**src/rtl/muldiv_pkg.sv**
```systemverilog
// Shared types and decode helpers for the iterative RV32M multiply/divide unit.
package muldiv_pkg;

   typedef enum logic [2:0] {
      OpMul    = 3'b000,
      OpMulh   = 3'b001,
      OpMulhsu = 3'b010,
      OpMulhu  = 3'b011,
      OpDiv    = 3'b100,
      OpDivu   = 3'b101,
      OpRem    = 3'b110,
      OpRemu   = 3'b111
   } muldiv_op_t;

   typedef enum logic [2:0] {
      StIdle,
      StPrep,
      StCalc,
      StFix,
      StDone
   } muldiv_state_t;

   function automatic logic is_div(muldiv_op_t op);
      return op[2];
   endfunction

   function automatic logic a_signed(muldiv_op_t op);
      return op inside {OpMul, OpMulh, OpMulhsu, OpDiv, OpRem};
   endfunction

   function automatic logic b_signed(muldiv_op_t op);
      return op inside {OpMul, OpMulh, OpDiv, OpRem};
   endfunction

endpackage

```
**src/rtl/riscv_muldiv_step.sv**
```systemverilog
// One combinational iteration: STEP_BITS shift-add multiply bits or STEP_BITS restoring
// divide bits. Multiply: acc = {partial, multiplier}; divide: acc = {remainder, dividend}.
module riscv_muldiv_step
   import muldiv_pkg::*;
#(
   parameter int unsigned DATA_WIDTH = 32,
   parameter int unsigned STEP_BITS  = 1
) (
   input  logic [2*DATA_WIDTH-1:0] acc,
   input  logic [DATA_WIDTH-1:0]   operand,
   input  logic                    div_mode,
   output logic [2*DATA_WIDTH-1:0] acc_next,
   output logic [STEP_BITS-1:0]    q_bits
);

   localparam int unsigned W = DATA_WIDTH;
   localparam int unsigned S = STEP_BITS;

   logic [W-1:0]     hi;
   logic [W-1:0]     lo;
   logic [S-1:0]     digit;
   logic [W+S-1:0]   partial;
   logic [W+S-1:0]   mul_sum;
   logic [2*W+S-1:0] mul_cat;
   logic [W:0]       rem_w;
   logic [W-1:0]     dvd;
   logic [S-1:0]     qb;

   assign hi      = acc[2*W-1:W];
   assign lo      = acc[W-1:0];
   assign digit   = lo[S-1:0];
   assign partial = {{S{1'b0}}, operand} * {{W{1'b0}}, digit};
   assign mul_sum = {{S{1'b0}}, hi} + partial;
   assign mul_cat = {mul_sum, lo};

   // Remainder stays below the divisor, so the shifted value fits in W+1 bits.
   always_comb begin
      rem_w = {1'b0, hi};
      dvd   = lo;
      qb    = '0;
      for (int i = 0; i < int'(S); i++) begin
         rem_w = {rem_w[W-1:0], dvd[W-1]};
         dvd   = dvd << 1;
         qb    = qb << 1;
         if (rem_w >= {1'b0, operand}) begin
            rem_w = rem_w - {1'b0, operand};
            qb[0] = 1'b1;
         end
      end
   end

   always_comb begin
      if (div_mode) begin
         acc_next = {rem_w[W-1:0], dvd};
      end else begin
         acc_next = mul_cat[2*W+S-1:S];
      end
   end

   assign q_bits = qb;

endmodule

```
**src/rtl/riscv_muldiv_unit.sv**
```systemverilog
// Iterative RV32M multiply/divide unit with RISC-V corner-case results.
// Define MULDIV_FAST_EN to finish zero/overflow corner cases right after PREP.
module riscv_muldiv_unit
   import muldiv_pkg::*;
#(
   parameter int unsigned DATA_WIDTH = 32,
   parameter int unsigned STEP_BITS  = 1
) (
   input  logic                  clk,
   input  logic                  rst,
   input  logic                  start,
   input  logic                  kill,
   input  logic [2:0]            op,
   input  logic [DATA_WIDTH-1:0] a,
   input  logic [DATA_WIDTH-1:0] b,
   output logic                  busy,
   output logic                  done,
   output logic [DATA_WIDTH-1:0] result
);

   localparam int unsigned W    = DATA_WIDTH;
   localparam int unsigned S    = STEP_BITS;
   localparam int unsigned N    = DATA_WIDTH / STEP_BITS;
   localparam int unsigned CntW = (N > 1) ? $clog2(N) : 1;

   muldiv_state_t  state_q, state_d;
   muldiv_op_t     op_q, op_d;
   logic [W-1:0]   a_q, a_d;
   logic [W-1:0]   b_q, b_d;
   logic [CntW-1:0] cnt_q, cnt_d;
   logic [2*W-1:0] acc_q, acc_d;
   logic [W-1:0]   dsr_q, dsr_d;
   logic           neg_q, neg_d;
   logic [W-1:0]   result_q, result_d;

   logic           div_mode;
   logic           a_neg;
   logic           b_neg;
   logic           b_zero;
   logic [W-1:0]   abs_a;
   logic [W-1:0]   abs_b;
   logic [2*W-1:0] step_acc;
   logic [S-1:0]   step_q;
   logic [2*W-1:0] prod_fix;
   logic [W-1:0]   lo_fix;
   logic [W-1:0]   hi_fix;
   logic [W-1:0]   fix_res;
   logic           corner;
   logic [W-1:0]   corner_res;

   assign div_mode = is_div(op_q);
   assign a_neg    = a_signed(op_q) & a_q[W-1];
   assign b_neg    = b_signed(op_q) & b_q[W-1];
   assign b_zero   = (b_q == '0);
   assign abs_a    = a_neg ? -a_q : a_q;
   assign abs_b    = b_neg ? -b_q : b_q;

   riscv_muldiv_step #(
      .DATA_WIDTH (DATA_WIDTH),
      .STEP_BITS  (STEP_BITS)
   ) u_step (
      .acc      (acc_q),
      .operand  (dsr_q),
      .div_mode (div_mode),
      .acc_next (step_acc),
      .q_bits   (step_q)
   );

   assign prod_fix = neg_q ? -acc_q : acc_q;
   assign lo_fix   = neg_q ? -acc_q[W-1:0] : acc_q[W-1:0];
   assign hi_fix   = neg_q ? -acc_q[2*W-1:W] : acc_q[2*W-1:W];

`ifdef MULDIV_FAST_EN
   logic ovf;
   assign ovf = (op_q == OpDiv || op_q == OpRem) && (a_q == {1'b1, {(W-1){1'b0}}}) &&
                (b_q == '1);

   // Architected results for operations that need no iteration.
   always_comb begin
      corner_res = '0;
      if (div_mode) begin
         corner = b_zero | ovf;
         if (b_zero) begin
            corner_res = op_q[1] ? a_q : '1;
         end else begin
            corner_res = op_q[1] ? '0 : a_q;
         end
      end else begin
         corner = (a_q == '0) | b_zero;
      end
   end
`else
   assign corner     = 1'b0;
   assign corner_res = '0;
`endif

   always_comb begin
      fix_res = lo_fix;
      case (op_q)
         OpMul:                      fix_res = lo_fix;
         OpMulh, OpMulhsu, OpMulhu:  fix_res = prod_fix[2*W-1:W];
         OpDiv, OpDivu:              fix_res = lo_fix;
         OpRem, OpRemu:              fix_res = hi_fix;
         default:                    fix_res = lo_fix;
      endcase
      if (corner) begin
         fix_res = corner_res;
      end
   end

   always_comb begin
      state_d  = state_q;
      op_d     = op_q;
      a_d      = a_q;
      b_d      = b_q;
      cnt_d    = cnt_q;
      acc_d    = acc_q;
      dsr_d    = dsr_q;
      neg_d    = neg_q;
      result_d = result_q;
      case (state_q)
         StIdle: begin
            if (start) begin
               op_d    = muldiv_op_t'(op);
               a_d     = a;
               b_d     = b;
               state_d = StPrep;
            end
         end
         StPrep: begin
            if (kill) begin
               state_d = StIdle;
            end else begin
               cnt_d   = '0;
               acc_d   = {{W{1'b0}}, (div_mode ? abs_a : abs_b)};
               dsr_d   = div_mode ? abs_b : abs_a;
               // Divide-by-zero keeps the all-ones quotient unsigned; remainder follows a.
               if (div_mode) begin
                  neg_d = op_q[1] ? a_neg : ((a_neg ^ b_neg) & ~b_zero);
               end else begin
                  neg_d = a_neg ^ b_neg;
               end
               state_d = corner ? StFix : StCalc;
            end
         end
         StCalc: begin
            if (kill) begin
               state_d = StIdle;
            end else begin
               acc_d = div_mode ? {step_acc[2*W-1:S], step_q} : step_acc;
               cnt_d = cnt_q + 1'b1;
               if (cnt_q == CntW'(N - 1)) begin
                  state_d = StFix;
               end
            end
         end
         StFix: begin
            if (kill) begin
               state_d = StIdle;
            end else begin
               result_d = fix_res;
               state_d  = StDone;
            end
         end
         StDone: begin
            state_d = StIdle;
         end
         default: begin
            state_d = StIdle;
         end
      endcase
   end

   always_ff @(posedge clk or negedge rst) begin
      if (!rst) begin
         state_q  <= StIdle;
         op_q     <= OpMul;
         a_q      <= '0;
         b_q      <= '0;
         cnt_q    <= '0;
         acc_q    <= '0;
         dsr_q    <= '0;
         neg_q    <= 1'b0;
         result_q <= '0;
      end else begin
         state_q  <= state_d;
         op_q     <= op_d;
         a_q      <= a_d;
         b_q      <= b_d;
         cnt_q    <= cnt_d;
         acc_q    <= acc_d;
         dsr_q    <= dsr_d;
         neg_q    <= neg_d;
         result_q <= result_d;
      end
   end

   assign busy   = (state_q == StPrep) || (state_q == StCalc) || (state_q == StFix);
   assign done   = (state_q == StDone);
   assign result = result_q;

endmodule

```
**config.mk**
```make
export PLATFORM = sky130hd
export DESIGN_NAME = riscv_muldiv_unit
export DESIGN_NICKNAME = d
export VERILOG_FILES = /design/src/rtl/muldiv_pkg.sv /design/src/rtl/riscv_muldiv_step.sv /design/src/rtl/riscv_muldiv_unit.sv
export SDC_FILE = /design/constraint.sdc
export NUM_CORES = 1
export LEC_CHECK = 0
export BUFFER_PORTS_ARGS = -buffer_cell sky130_fd_sc_hd__buf_2
export CORE_MARGIN = 1.5
export CORE_UTILIZATION = 55
export CTS_BUF_LIST = sky130_fd_sc_hd__clkbuf_4 sky130_fd_sc_hd__clkbuf_8 sky130_fd_sc_hd__clkbuf_16
export DETAILED_ROUTE_END_ITERATION = 12
export PLACE_DENSITY = 0.73
export SYNTH_ARGS = -nofsm -noshare
export SYNTH_HDL_FRONTEND = slang
export SYNTH_SLANG_ARGS = --single-unit
export TNS_END_PERCENT = 1
```
**constraint.sdc**
```tcl
create_clock -name clk -period 9.5 [get_ports clk]
set_input_delay 0.475 -clock clk [delete_from_list [all_inputs] [get_ports clk]]
set_output_delay 0.475 -clock clk [all_outputs]
set_load 0.03 [all_outputs]
```
==> flow_metrics.tcl <==
set metrics [dict create \
    cp_common_cell "inv_1" \
    core_um2 28900 \
    layout_commonest_cell "nand2_1" \
    vias 15500 \
    hold_path_class "in2reg" \
    hpwl_um 39600 \
    max_slew.worst_pin.slew_ns 1.18 \
    ant_nets 0 \
    drive_gt1_share_pct 13.4 \
    ys_types 70 \
    synthesis.nets 2149 \
    cts-htree-levels 1 \
    final_cell_mix "nand2_1 (208), dfrtp_1 (202), o21ai_0 (197), nor2_1 (188), a21oi_1 (169)" \
    place_inst 2383 \
    min_period_over_period_pct 44.6 \
    syn_avg_cell_area_um2 8.10 \
    area_delta_synth_final_pct 9.34 \
    grt_max_degree 96 \
    ys_warn_count 0 \
    initial_core_util_pct 56.3 \
    pre_cts_ws_ns 5.39 \
    wire_per_inst_um 21.7 \
    totalWireLength_um 52700 \
    num_io_pins 105 \
    clkLatencyLatePin_ns 0.56 \
    syn-instance-count 2006 \
    cp_data_required_time_ns 9.94 \
    fillCellCount 2599 \
    cts_buffers 25 \
    final-hold-violation-count 0 \
    ys_async_sr_fraction_pct 100 \
    cts_buffer_depth 3 \
    drtPass1Iterations 6 \
    grt_pass1_wl_um 82400 \
    max_cap_viol_count 0 \
    fin_tns_setup_ns 0 \
    cp_slowest_cell "o311ai_0" \
    rsz0062_at_grt "false" \
    critPathBufInv 2 \
    n_antenna_cell 0 \
    post_cts_buffers 0 \
    relSlewSlack_pct 20.9 \
    critical_path_arrival_ns 4.68 \
    min_period_ns 4.23 \
    synth_edf_count 0 \
    finClkSkew_ns 0.00823 \
    cts.sinks 204 \
    power_leakage_uw 0.00785 \
    synth_seq_cells 204 \
    crit_type "reg2reg" \
    gr-total-overflow 0 \
    drt_iter0_markers 1686 \
    cts.clk_slew.worst_paths_ns 0.06 \
    port_buffers 104 \
    cp_max_fo 10 \
    critPathTopFamily "simple AND/OR/NAND/NOR gates" \
    cellPowerDensity_nw_per_um2 443 \
    root_buffer "clkbuf_16" \
    max_stage_delay_ns 0.73 \
    viasPerCell 6.40 \
    tritoncts "yes" \
    synth_area_um2 16300 \
    slew_viol_final 0 \
    die-width_um 175 \
    rows 62 \
    cp-start-kind "flip-flop" \
    die_h_um 175 \
    ys.flop_type "dfrtp_1" \
    fmax_mhz 236 \
    fin_cells 2428 \
    fin_ws_ns 5.27 \
    track_usage_pct 34.3 \
    die-area_um2 30600 \
    gp_congestion 0.995 \
    ir_worst_vdd_mv 0.212 \
    ys_seq_area_share_pct 31.4 \
    finalSetupViolCount 0 \
    drcViolationCount 0 \
    status "finished clean" \
    grt_pass1_vias 14800 \
    path_cells "inv_1 -> ha_1 -> or3b_1 -> or4_4 -> or3_1 -> o31ai_1 -> inv_1 -> o311ai_0 -> o21ai_0 -> mux2_2" \
    grt_antenna_before_repair 0 \
    critPathCaptureType "flip-flop" \
    layout.nets 2170 \
]
final timing paths:
| kind | start | endpoint | slack (ns) | cells after the start |
|---|---|---|---|---|
| hold reg to reg | result[1] | result[1] | 0.48 | 2 |
| min in group asynchronous | rst | b_q[9] | 0.47 | 2 |
| setup reg to reg | acc_q[33] | result[22] | 5.27 | 10 |
| setup / recovery | acc_q[33] | result[22] | 5.27 | 10 |
| hold / removal | a[1] | a_q[1] | 0.13 | 3 |
| max in group asynchronous | rst | op_q[2] | 6.74 | 4 |
power by group:
| group | switching, uW | leakage (uW) | internal (uW) |
|---|---|---|---|
| clock | 413 | 0.000410 | 561 |
| sequential | 618 | 0.00255 | 1240 |
| combinational | 3110 | 0.00489 | 1920 |
| total | 4140 | 0.00785 | 3730 |
state kept, by name, summed over array words and instances, names as in the netlist:
name and count:
op_q 3, neg_q 1, dsr_q 32, b_q 32, acc_q 64, result 32
cnt_q 5, a_q 32, state_q 3
synthesized netlist by cell type (10+ instances only):
library cell  count  share of area (%)
a31oi_1          20               0.77
o211ai_1         23                1.1
a21oi_1         169                5.2
xnor2_1          87                4.7
o22ai_1          19               0.73
o21a_1           11               0.51
mux2i_1          35                2.2
o21bai_1         11               0.51
xor2_1           87                4.7
inv_1            69                1.6
o41ai_1          12               0.65
mux2_2           66                4.6
clkbuf_1        111                2.6
nor3_1           48                1.5
nand2b_1         15               0.58
a22oi_1          20               0.92
or3_1            24               0.92
nand3_1          25               0.77
a21o_1           31                1.4
nor2_1          189                4.4
dfrtp_1         204                 31
o31ai_1          33                1.5
nor4_1           11               0.42
or2_2            12               0.46
a211oi_1         24                1.1
o21ai_0         198                6.1
ha_1             70                5.4
nand4_1          17               0.65
nand2_1         210                4.8
nor2b_1          10               0.38
or4_1            13               0.60
final cells by class:
cell class	instances	area (um^2)	area share (%)
timing repair buffer	124	682	3.84
tap	384	480	2.70
multi-input combinational	1603	10400	58.6
clock inverter	11	108	0.605
clock buffer	33	717	4.03
inverter	69	259	1.46
sequential	204	5110	28.7
routing by layer:
layer / up-vias / GRT usage, % / wire, um
li1: 7289 / - / -
met1: 7409 / 47.1 / 22800
met2: 695 / 53.4 / 23100
met3: 141 / 4.96 / 4000
met4: 0 / 16.0 / 2760
met5: - / 0 / 0
kinds of logic (layout without fill, tap and decap cells):
group / count (synthesis) / count (layout) / synth area share, %
AOI/OAI and AO/OA: 645 / 645 / 24.5
and+or+nand+nor: 608 / 608 / 17.2
DFF: 204 / 204 / 31.4
buffers and inverters: 199 / 237 / 4.71
xor gates and xnor gates: 174 / 174 / 9.37
muxes: 104 / 104 / 7.14
adders and majority gates: 72 / 72 / 5.63
worst register-to-register path, cell delays in order (launching register included):
cell and delay [ns]:
dfrtp_1 0.52, inv_1 0.19, ha_1 0.23, or3b_1 0.50, or4_4 0.47, or3_1 0.45, o31ai_1 0.41, inv_1 0.10
o311ai_0 0.73, o21ai_0 0.21, mux2_2 0.31
timing repair:
action | in CTS | in global routing
resized for setup | 0 | 0
hold buffers | 1 | 0
endpoints found under the hold margin | 64 | 0
through the flow:
stage / hold WS (ns) / power [uW] / util, % / cell area (um^2)
after detailed placement: 0.468 / 6740 / 58.7 / 16900
after CTS: 0.120 / 7740 / 61.6 / 17800
after global routing: 0.140 / 8400 / 61.6 / 17800
after floorplan: 0.179 / 5370 / - / 16300
final: 0.131 / 7870 / 61.6 / 17800
after global placement: 0.457 / 6700 / 58.7 / 16900
No activity file was read; power rests on OpenSTA's default activity.
